===== src/rtl/simon_pkg.sv =====
// Shared definitions for the Simon game: colour codes, lamp encodings,
// sequence geometry and the playback FSM state type.
// The game controller imports this package as well.
package simon_pkg;

    localparam int unsigned MAX_ROUNDS = 10;
    localparam int unsigned SLOT_W     = 3;
    localparam int unsigned COLORS_W   = MAX_ROUNDS * SLOT_W;

    // Colour codes as stored in the sequence word
    localparam logic [SLOT_W-1:0] COL_RED    = 3'd1;
    localparam logic [SLOT_W-1:0] COL_BLUE   = 3'd2;
    localparam logic [SLOT_W-1:0] COL_YELLOW = 3'd3;
    localparam logic [SLOT_W-1:0] COL_GREEN  = 3'd4;

    // One-hot lamp drive
    localparam logic [3:0] LAMP_OFF    = 4'b0000;
    localparam logic [3:0] LAMP_RED    = 4'b0001;
    localparam logic [3:0] LAMP_BLUE   = 4'b0010;
    localparam logic [3:0] LAMP_YELLOW = 4'b0100;
    localparam logic [3:0] LAMP_GREEN  = 4'b1000;

    typedef enum logic [1:0] {
        StIdle,
        StGap,
        StShow,
        StFin
    } player_state_e;

    // Extract slot idx from the sequence word; out-of-range idx gives 0
    function automatic logic [SLOT_W-1:0] slot_code(input logic [COLORS_W-1:0] word,
                                                    input logic [3:0]          idx);
        slot_code = '0;
        for (int i = 0; i < int'(MAX_ROUNDS); i++) begin
            if (idx == 4'(i)) slot_code = word[i*SLOT_W +: SLOT_W];
        end
    endfunction

endpackage


===== src/rtl/simon_seq_player_if.sv =====
// Bundle between the game controller (master) and the sequence player (slave).
//   Start, Abort   : playback request / cancel
//   colors, count  : sequence word (slot 0 in [2:0]) and number of slots to play
//   led, cur_idx   : one-hot lamp and slot being played
//   Busy, Done     : activity flag and completion pulse
//   Error          : sticky invalid-code flag
interface simon_seq_player_if;
    import simon_pkg::*;

    logic                Start;
    logic                Abort;
    logic [COLORS_W-1:0] colors;
    logic [3:0]          count;
    logic [3:0]          led;
    logic [3:0]          cur_idx;
    logic                Busy;
    logic                Done;
    logic                Error;

    modport master (
        output Start, Abort, colors, count,
        input  led, cur_idx, Busy, Done, Error
    );

    modport slave (
        input  Start, Abort, colors, count,
        output led, cur_idx, Busy, Done, Error
    );

endinterface


===== src/rtl/simon_color_decode.sv =====
// Colour code to one-hot lamp decoder (purely combinational).
//   code  : 3-bit colour code
//   lamp  : one-hot lamp, all-zero for invalid codes
//   valid : code is one of RED/BLUE/YELLOW/GREEN
module simon_color_decode
    import simon_pkg::*;
(
    input  logic [SLOT_W-1:0] code,
    output logic [3:0]        lamp,
    output logic              valid
);

    always_comb begin
        lamp  = LAMP_OFF;
        valid = 1'b1;
        case (code)
            COL_RED:    lamp = LAMP_RED;
            COL_BLUE:   lamp = LAMP_BLUE;
            COL_YELLOW: lamp = LAMP_YELLOW;
            COL_GREEN:  lamp = LAMP_GREEN;
            default:    valid = 1'b0;
        endcase
    end

endmodule


===== src/rtl/simon_seq_player.sv =====
// Simon sequence player: flashes the first `count` colours of the latched
// sequence word, each preceded by a dark gap, then pulses Done.
//   Clk, Reset : clock, asynchronous active-high reset
//   bus        : slave side of simon_seq_player_if
// The round limit comes from simon_pkg so it always matches the word width.
module simon_seq_player
    import simon_pkg::*;
#(
    parameter int unsigned ON_CYCLES  = 25_000_000,
    parameter int unsigned OFF_CYCLES = 12_500_000
) (
    input  logic              Clk,
    input  logic              Reset,
    simon_seq_player_if.slave bus
);

    player_state_e       state_q, state_d;
    logic [31:0]         timer_q, timer_d;
    logic [COLORS_W-1:0] colors_q, colors_d;
    logic [3:0]          n_q, n_d;
    logic [3:0]          cur_idx_q, cur_idx_d;
    logic [3:0]          led_q, led_d;
    logic                done_q, done_d;
    logic                error_q, error_d;

    logic                start_ok;
    logic                expired;
    logic                last_slot;
    logic [3:0]          n_start;
    logic [SLOT_W-1:0]   code;
    logic [3:0]          lamp;
    logic                code_valid;

    assign start_ok  = (state_q == StIdle) && bus.Start;
    assign expired   = (timer_q == '0);
    assign last_slot = (cur_idx_q == n_q - 4'd1);
    assign n_start   = (bus.count > 4'(MAX_ROUNDS)) ? 4'(MAX_ROUNDS) : bus.count;

    // Decode the slot that will be shown next cycle, so led is registered
    // in step with the state.
    assign code = slot_code(colors_q, cur_idx_d);

    simon_color_decode u_decode (
        .code  (code),
        .lamp  (lamp),
        .valid (code_valid)
    );

    // State register
    always_ff @(posedge Clk or posedge Reset) begin
        if (Reset) state_q <= StIdle;
        else       state_q <= state_d;
    end

    // Next-state logic; Abort outranks timer expiry
    always_comb begin
        state_d = state_q;
        unique case (state_q)
            StIdle: if (bus.Start) state_d = (n_start == 4'd0) ? StFin : StGap;
            StGap: begin
                if (bus.Abort)    state_d = StIdle;
                else if (expired) state_d = StShow;
            end
            StShow: begin
                if (bus.Abort)    state_d = StIdle;
                else if (expired) state_d = last_slot ? StFin : StGap;
            end
            StFin:  state_d = StIdle;
        endcase
    end

    // Output and datapath next-state logic
    always_comb begin
        timer_d   = timer_q;
        colors_d  = colors_q;
        n_d       = n_q;
        cur_idx_d = cur_idx_q;
        error_d   = error_q;

        if (start_ok) begin
            colors_d  = bus.colors;
            n_d       = n_start;
            cur_idx_d = '0;
            error_d   = 1'b0;
        end else if ((state_q == StGap || state_q == StShow) && bus.Abort) begin
            cur_idx_d = '0;
        end else if (state_q == StShow && expired && !last_slot) begin
            cur_idx_d = cur_idx_q + 4'd1;
        end

        // Reload on every state entry, otherwise count down to zero
        if (state_d != state_q) begin
            unique case (state_d)
                StGap:   timer_d = 32'(OFF_CYCLES - 1);
                StShow:  timer_d = 32'(ON_CYCLES - 1);
                default: timer_d = '0;
            endcase
        end else if (!expired) begin
            timer_d = timer_q - 32'd1;
        end

        if (state_d == StShow && !code_valid) error_d = 1'b1;

        led_d  = (state_d == StShow) ? lamp : LAMP_OFF;
        done_d = (state_d == StFin);
    end

    always_ff @(posedge Clk or posedge Reset) begin
        if (Reset) begin
            timer_q   <= '0;
            colors_q  <= '0;
            n_q       <= '0;
            cur_idx_q <= '0;
            led_q     <= LAMP_OFF;
            done_q    <= 1'b0;
            error_q   <= 1'b0;
        end else begin
            timer_q   <= timer_d;
            colors_q  <= colors_d;
            n_q       <= n_d;
            cur_idx_q <= cur_idx_d;
            led_q     <= led_d;
            done_q    <= done_d;
            error_q   <= error_d;
        end
    end

    assign bus.led     = led_q;
    assign bus.cur_idx = cur_idx_q;
    assign bus.Busy    = (state_q != StIdle);
    assign bus.Done    = done_q;
    assign bus.Error   = error_q;

endmodule


===== src/flat_wrapper.sv =====
// flat-port wrapper written by rule: the top's interface ports become plain ports
module simon_seq_player_flat import simon_pkg::*;
#(
    parameter int unsigned ON_CYCLES  = 25_000_000,
    parameter int unsigned OFF_CYCLES = 12_500_000
)
  (Clk, Reset, bus_Start, bus_Abort, bus_colors, bus_count, bus_led, bus_cur_idx, bus_Busy, bus_Done, bus_Error);
  simon_seq_player_if bus_i ();
  input  logic Clk;
  input  logic Reset;
  input wire logic [$bits(bus_i.Start)-1:0] bus_Start;
  input wire logic [$bits(bus_i.Abort)-1:0] bus_Abort;
  input wire logic [$bits(bus_i.colors)-1:0] bus_colors;
  input wire logic [$bits(bus_i.count)-1:0] bus_count;
  output wire logic [$bits(bus_i.led)-1:0] bus_led;
  output wire logic [$bits(bus_i.cur_idx)-1:0] bus_cur_idx;
  output wire logic [$bits(bus_i.Busy)-1:0] bus_Busy;
  output wire logic [$bits(bus_i.Done)-1:0] bus_Done;
  output wire logic [$bits(bus_i.Error)-1:0] bus_Error;
  assign bus_i.Start = bus_Start;
  assign bus_i.Abort = bus_Abort;
  assign bus_i.colors = bus_colors;
  assign bus_i.count = bus_count;
  assign bus_led = bus_i.led;
  assign bus_cur_idx = bus_i.cur_idx;
  assign bus_Busy = bus_i.Busy;
  assign bus_Done = bus_i.Done;
  assign bus_Error = bus_i.Error;
  simon_seq_player #(.ON_CYCLES(ON_CYCLES), .OFF_CYCLES(OFF_CYCLES)) u_core (.Clk(Clk), .Reset(Reset), .bus(bus_i));
endmodule

===== config.mk =====
export PLATFORM = sky130hd
export DESIGN_NAME = simon_seq_player_flat
export DESIGN_NICKNAME = d
export VERILOG_FILES = /design/src/rtl/simon_pkg.sv /design/src/rtl/simon_seq_player_if.sv /design/src/rtl/simon_color_decode.sv /design/src/rtl/simon_seq_player.sv /design/src/flat_wrapper.sv
export SDC_FILE = /design/constraint.sdc
export NUM_CORES = 1
export LEC_CHECK = 0
export BUFFER_PORTS_ARGS = -buffer_cell sky130_fd_sc_hd__buf_2
export CORE_MARGIN = 8
export CORE_UTILIZATION = 50
export DETAILED_ROUTE_END_ITERATION = 10
export GPL_ROUTABILITY_DRIVEN = 0
export PLACE_DENSITY = 0.7
export SLEW_MARGIN = 20
export SYNTH_ARGS = -nofsm -noshare
export SYNTH_HDL_FRONTEND = slang
export SYNTH_SLANG_ARGS = --single-unit

===== constraint.sdc =====
create_clock -name Clk -period 5.6 [get_ports Clk]
set_clock_uncertainty 0.05 [all_clocks]
set_input_delay 0.28 -clock Clk [delete_from_list [all_inputs] [get_ports Clk]]
set_output_delay 0.28 -clock Clk [all_outputs]
set_load 0.01 [all_outputs]

==> results of run 1 <==
## cells in the mapped netlist, drive strengths merged (4+ instances only)
| master | count |
|---|---|
| nor3 | 26 |
| buf | 7 |
| mux2 | 35 |
| o21ai | 21 |
| a211oi | 6 |
| or3 | 7 |
| nor4 | 15 |
| xor2 | 19 |
| a21oi | 17 |
| nand3b | 4 |
| xnor2 | 22 |
| nand3 | 6 |
| nand2 | 37 |
| nor2 | 31 |
| nand4 | 4 |
| ha | 11 |
| inv | 23 |
| clkbuf | 5 |
| dfrtp | 78 |
| nand2b | 4 |
## state kept, by name, summed over array words and instances (netlist names)
name	flops
u_core.n_q	4
u_core.bus.Error	1
u_core.state_q	2
u_core.bus.led	4
u_core.bus.Done	1
u_core.bus.cur_idx	4
u_core.colors_q	30
u_core.timer_q	32
## final timing paths
| check | end | slack (ps) | cells after the start |
|---|---|---|---|
| max in group asynchronous | u_core.timer_q[25] | 4690 | 3 |
| min in group asynchronous | u_core.colors_q[28] | 160 | 3 |
| max | u_core.bus.Error | 1820 | 12 |
| min | u_core.colors_q[21] | 100 | 2 |
| max reg2reg | u_core.bus.Error | 1820 | 12 |
| min reg2reg | u_core.colors_q[6] | 460 | 1 |
## per-stage QoR
step / hold WS [ps] / cells / instance area, um^2
floorplan: 366 / 419 / 4400
global placement: 442 / 568 / 4760
detailed placement: 449 / 568 / 4760
CTS: 82.7 / 584 / 4970
global route: 80.0 / 584 / 4970
finish: 102 / 584 / 4970
## logic make-up (layout without fill, tap and decap cells)
logic type | count (synthesis) | count (layout)
buffers and inverters | 35 | 92
adders and majority gates | 11 | 11
muxes | 35 | 35
xor gates and xnor gates | 42 | 42
and+or+nand+nor | 149 | 149
DFF | 78 | 78
AOI/OAI and AO/OA | 69 | 69
## cells in the final DEF (no fill, tap or decap), types with 5 or more instances in the layout
cell type	instances
dfrtp_1	78
buf_2	48
nand2_1	36
mux2_2	32
nor2_1	30
nor3_1	22
xnor2_1	22
inv_1	21
xor2_1	18
o21ai_0	18
a21oi_1	16
ha_1	11
nor4_1	10
clkbuf_8	9
a211oi_1	6
or3_1	6
nand3_1	6
buf_4	5
## metal layers
layer / share of wire / track usage / up-vias
li1: - / - / 1596
met4: 0.013 / 0.0511 / 0
met1: 0.44 / 0.212 / 1630
met2: 0.51 / 0.290 / 78
met3: 0.042 / 0.0434 / 11
met5: 0 / 0 / -
## report_power, final
group	switching, mW	internal [mW]	total [mW]
clock	0.206	0.252	0.458
combinational	0.487	0.422	0.909
sequential	0.202	0.785	0.987
## worst max-delay path, stage by stage (launching register included)
cell      delay [ps]
dfrtp_1          440
nor4_2           450
nand2_1          290
or3_4            550
nor4_4           290
o21ai_4          140
inv_4            150
mux2_1           360
a221oi_2         280
o41ai_2          130
a21boi_2         230
xnor2_1           90
a22o_1           190
## area by class of cell
type | instances | area (um^2)
fill | 757 | 3660
multi-input combinational | 306 | 2300
sequential | 78 | 1950
timing repair buffer | 53 | 278
tap | 108 | 135
clock buffer | 11 | 131
inverter | 23 | 88.8
clock inverter | 5 | 83.8
==> results.md, run 1 <==
* Status: completed
* I/O Buffers at 48
* Synth Area in XOR/XNOR at 0.0912
* Main flop type after synthesis: dfrtp_1
* Tot Pwr at 2.35 mW
* Max-slew violations at 0
* WL/cell at 16.8 um
* Post-Synth Simple-Gate Area at 0.192
* CTS sink count at 78
* Asr flop ratio synth at 1.00
* Crit path arrival time at 3960 ps
* Top cell type's share of synthesized area at 0.443
* First-pass GRT wire length at 16.5 mm
* Vias in the first global route at 3,401
* Worst setup path startpoint: u_core.timer_q[21]
* IO Pins at 49
* Final Setup Violations at 0
* Post-CTS Setup Inserts at 0
* Final period util at 0.675
* Dominant cell type by area after synthesis: dfrtp_1
* CTS resizes at 0
* Crit Path Class: flip-flop to flip-flop
* Startpoint types: flip-flop
* Fmax at 265 MHz
* Slew @ Worst Pin at 986 ps
* Place WS at 1840 ps
* Finished Core Util at 0.576
* CP required at 5780 ps
* Grt ovf at 0
* VDD IR max at 0.226 mV
* Post-synth EDFFs at 0
* Initial DRC Count at 188
* Mapped Cells at 419
* Row cnt at 34
* Unique masters post-synth at 68
* Fin Setup TNS at 0 ps
* DRC Markers at 0
* Area grow syn2layout at 13.0%
* Final hold vios at 0
* Worst reg2reg path startpoint: u_core.timer_q[21]
* CTS clock-pin slew for the worst setup and hold paths at 80 ps
* Post-route ant nets at 0
* DR vias at 3,315
* Worst hold path type: input pin to flip-flop
* Initial core utilization at 0.510
* Slew HR at 0.343
* RSZ-0062 raised after global routing: false
* Final setup margin at 1820 ps
* CP max FO at 11
* Clock root cell: clkbuf_8
* Largest net degree at the start of global routing at 79
* DIE AREA at 0.0121 mm^2
* Main combinational cell family by area after synthesis: simple AND/OR/NAND/NOR gates
* DR vias/cell at 5.68
* Nets at 520
* CORE AREA at 0.00864 mm^2
* Pwr Density at 473 mW/mm^2
* Mean Syn Cell Area at 10.5 um^2
* TritonCTS clock tree: done
* Synth warn at 0
* Die Y at 110 um
* Max clock buf depth at 2
* Hold_buf cts at 0
* Mux contribution to synthesized area at 0.0904
* Diode count at 0
* Total wire length at 9.83 mm
* Compound-Gate Fraction of Synth Area at 0.118
* Clk_lat worst skew at 360 ps
* Syn Nets at 468
* Post-Syn Area at 0.00440 mm^2
* Drt first pass iters at 4
* Synth Area in Adders at 0.0313
* Dpl hpwl at 7.30 mm
* Gr usage total at 0.172
* Pleak at 2.18 nW
* Critical path capture point type: flip-flop
* Post-synthesis register bit count at 78
* Hold Startpoint: bus_colors[21]
* Initial antenna violation count at 0
* Seq/Total Area, Yosys at 0.443
* Area contributors post-synth: dfrtp_1 (44%), mux2_2 (8.2%), xnor2_1 (4.4%)
* CTS Buf Count at 9
* Final min period at 3780 ps
* Share of cells above drive strength 1 at 0.277
* Max Cap Viol at 0
* Die Wd at 110 um
* CTS HTree Levels at 3
Note: power is estimated with default switching activity, not from simulation.
==> run 2: changes to the inputs <==
Settings changed: ABC_AREA set to 1.
Clock period 5.6 ns to 3.7 ns, I/O delays scaled along.
==> run 2 against run 1 <==
Register-to-register slack worse by 1200 ps. Clock power is 57% higher. Worst hold slack worse by 86 ps. Flip-flop and latch count stayed put. Critical path depth is 2 higher. Critical path type unchanged. Highest routed layer unchanged.
==> results.md, run 2 <==
* Post-Syn Area at 0.00443 mm^2 (+0.71%)
* Psw at 1.51 mW (+68%)
* TritonCTS clock tree: done
* IO Pins at 49 (unchanged)
* Synth warn at 0 (unchanged)
* Final hold vios at 0 (unchanged)
* Startpoint types: flip-flop
* Worst reg2reg path depth at 14 (+2)
* Regs by FF count: u_core.timer_q: 32 flops, u_core.colors_q: 30 flops
* Fin Setup TNS at 0 ps (unchanged)
* Top delay family on crit path: simple AND/OR/NAND/NOR gates
* DR vias at 3,977 (+20%)
* Seq pwr share at 0.390 (-0.029)
* Initial DRC Count at 154 (-18%)
* Dominant cell type by area after synthesis: dfrtp_1
* Main flop type after synthesis: dfrtp_1
* Total wire length at 10.7 mm (+8.5%)
* Critical path capture point type: flip-flop
* VDD IR max at 0.458 mV (+100%)
* Max reg flops at 32 (unchanged)
* Die Wd at 110 um (+0.30%)
* Status: completed
* RSZ-0062 raised after global routing: false
* Initial antenna violation count at 0 (unchanged)
* Die Y at 110 um (+0.30%)
* Area grow syn2layout at 19.7%
* Place WS at 659 ps (-1180 ps)
* CTS Buf Count at 9 (unchanged)
* CP most frequent cell: nand2_1
* R2r endpoint: u_core.timer_q[14]
* CTS clock-pin slew for the worst setup and hold paths at 80 ps (about the same)
* Reg2Reg Setup Slack at 650 ps (-1170 ps)
* I/O Buffers at 48 (unchanged)
* Biggest register: u_core.timer_q
* Cell chain of the critical path: nor2_1 > nand2_1 > nor2_1 > nand3b_1 > nor2_2 > inv_2 > a21oi_1 > a21oi_1 > a31oi_1 > nand2_1 > nand4_2 > buf_4 > nand2_1 > o21ai_0
* Clock network power share at 0.199 (+0.004)
* Worst hold path type: input pin to flip-flop
* CTS sink count at 78 (unchanged)
* Mean Syn Cell Area at 7.50 um^2 (-29%)
* Vias in the first global route at 4,107 (+21%)
* Most common cell after layout, fill and taps aside: nand2_1
* Switching share of power at 0.416 (+0.0364)
* Diode count at 0 (unchanged)
* Most frequent cell after synthesis: nand2_1
* Final period util at 0.824 (+0.150)
* Post-synth EDFFs at 0 (unchanged)
* Asr flop ratio synth at 1.00 (unchanged)
* Slew @ Worst Pin at 631 ps (-355 ps)
* Final Setup Violations at 0 (unchanged)
* Largest net degree at the start of global routing at 43 (-46%)
* DRC Markers at 0 (unchanged)
* Nets at 722 (+39%)
* Row cnt at 34 (unchanged)
* CP required at 3910 ps (-1870 ps)
* Crit path arrival time at 3260 ps (-700 ps)
* Max clock buf depth at 2 (unchanged)
* CP Buf/Inv Count at 2 (+1)
* Seq/Total Area, Yosys at 0.440 (-0.00313)
* Post-route ant nets at 0 (unchanged)
* Combinational Power Share at 0.412 (+0.026)
* Post-synth top cells: nand2_1 (188), dfrtp_1 (78), inv_1 (71), nor2_1 (71), nand3_1 (28)
* Top cell type's share of synthesized area at 0.440 (-0.00313)
* DIE AREA at 0.0121 mm^2 (+0.60%)
* WL/cell at 13.6 um (-19%)
* Worst reg2reg path startpoint: u_core.timer_q[12]
* First-pass GRT wire length at 18.7 mm (+14%)
* Crit-path slowest cell: dfrtp_1
* Grt ovf at 0 (unchanged)
* Int Pwr at 2.11 mW (+45%)
* CTS resizes at 0 (unchanged)
* Crit Path Class: flip-flop to flip-flop
* Clock root cell: clkbuf_8
* Unique masters post-synth at 39 (-43%)
* Tot Pwr at 3.62 mW (+54%)
* Post-synthesis register bit count at 78 (unchanged)
* Slew HR at 0.579 (+0.236)
* Syn Nets at 640 (+37%)
* Mapped Cells at 591 (+41%)
* Hold Path Stages at 3 (+1)
* CP max stage delay at 410 ps (-140 ps)
* Max-slew violations at 0 (unchanged)
* Fillcell total at 784 (+3.6%)
* Final setup margin at 649 ps (-1170 ps)
* Initial core utilization at 0.511 (+0.00111)
* Max Cap Viol at 0 (unchanged)
* Final min period at 3050 ps (-729 ps)
* Dpl hpwl at 7.60 mm (+4.1%)
* Pwr Density at 682 mW/mm^2 (+44%)
* Hold Startpoint: bus_colors[16]
* Hold worst-path end: u_core.colors_q[16]
* Gr usage total at 0.192 (+0.0203)
* CP max FO at 20 (+9)
* Share of cells above drive strength 1 at 0.146 (-0.131)
* DR vias/cell at 5.06 (-11%)
* CTS HTree Levels at 3 (unchanged)
* Pleak at 2.79 nW (+28%)
* Most frequent cells in the layout: nand2_1 (188), dfrtp_1 (78), nor2_1 (71)
* Drt first pass iters at 4 (unchanged)
* Clk_lat worst skew at 350 ps (about the same)
* Area contributors post-synth: dfrtp_1 (44%), nand2_1 (16%), inv_1 (6.0%)
* Fmax at 328 MHz (+24%)
* CORE AREA at 0.00868 mm^2 (+0.49%)
## run 2: power groups by stage
| stage | clock (mW) | combinational (mW) | sequential (mW) |
|---|---|---|---|
| 2_1_floorplan | 0 | 1.18 | 1.35 |
| 3_3_place_gp | 0 | 1.43 | 1.42 |
| 3_5_place_dp | 0 | 1.47 | 1.42 |
| 4_1_cts | 0.733 | 1.50 | 1.41 |
| 5_1_grt | 0.765 | 1.72 | 1.45 |
| 6_report | 0.719 | 1.49 | 1.41 |
## run 2: repair_timing
item | CTS | global route
endpoints found under the setup margin | 0 | 0
buffers inserted | 0 | 0
hold buffers | 29 | 0
hold endpoints to repair | 51 | 0
## run 2: tightest hold or removal path, stage by stage
cell,delay (ps)
buf_2,70
nand2_1,40
o21ai_0,70
## run 2: area by class of cell
cell class	count	area, um^2	area share
flip-flops and latches	78	1950	0.368
repair buffers	81	561	0.106
clock buffers	11	141	0.0266
inverters	76	288	0.0542
well taps	108	135	0.0255
clock inverters	5	82.6	0.0156
multi-input cells	427	2150	0.405
## run 2: worst max path at each step
| stage | slack [ps] | end | depth (start not counted) | from |
|---|---|---|---|---|
| after global placement | 690 | u_core.timer_q[16] | 14 | u_core.timer_q[12] |
| after CTS | 650 | u_core.timer_q[23] | 14 | u_core.timer_q[12] |
| after floorplan | 1220 | u_core.bus.Error | 22 | u_core.n_q[0] |
| final | 650 | u_core.timer_q[14] | 14 | u_core.timer_q[12] |
| after global routing | 310 | u_core.timer_q[24] | 14 | u_core.timer_q[12] |
| after detailed placement | 660 | u_core.timer_q[10] | 14 | u_core.timer_q[12] |
## run 2: cell families after synthesis
group	count (synthesis)	synth area share
AO/OA/AOI/OAI	53	0.0677
adder cells (fa/ha/maj)	11	0.0310
buffers and inverters	86	0.0751
flip-flops	78	0.440
AND/OR/NAND/NOR	336	0.333
XOR/XNOR	27	0.0533
## run 2: metal layers
| metal | routed length [um] | vias up | GRT usage |
|---|---|---|---|
| li1 | - | 2004 | - |
| met1 | 4550 | 1848 | 0.228 |
| met2 | 5370 | 96 | 0.328 |
| met3 | 460 | 29 | 0.0419 |
| met4 | 282 | 0 | 0.0875 |
| met5 | 0 | - | 0 |
## run 2: per-stage QoR
stage	cells	cell area, um^2	hold WS (ps)	util
floorplan	591	4430	245	-
CTS	786	5310	0.100	0.612
global route	786	5310	29.7	0.612
global placement	741	4790	201	0.552
finish	786	5310	16.0	0.612
detailed placement	741	4790	205	0.552
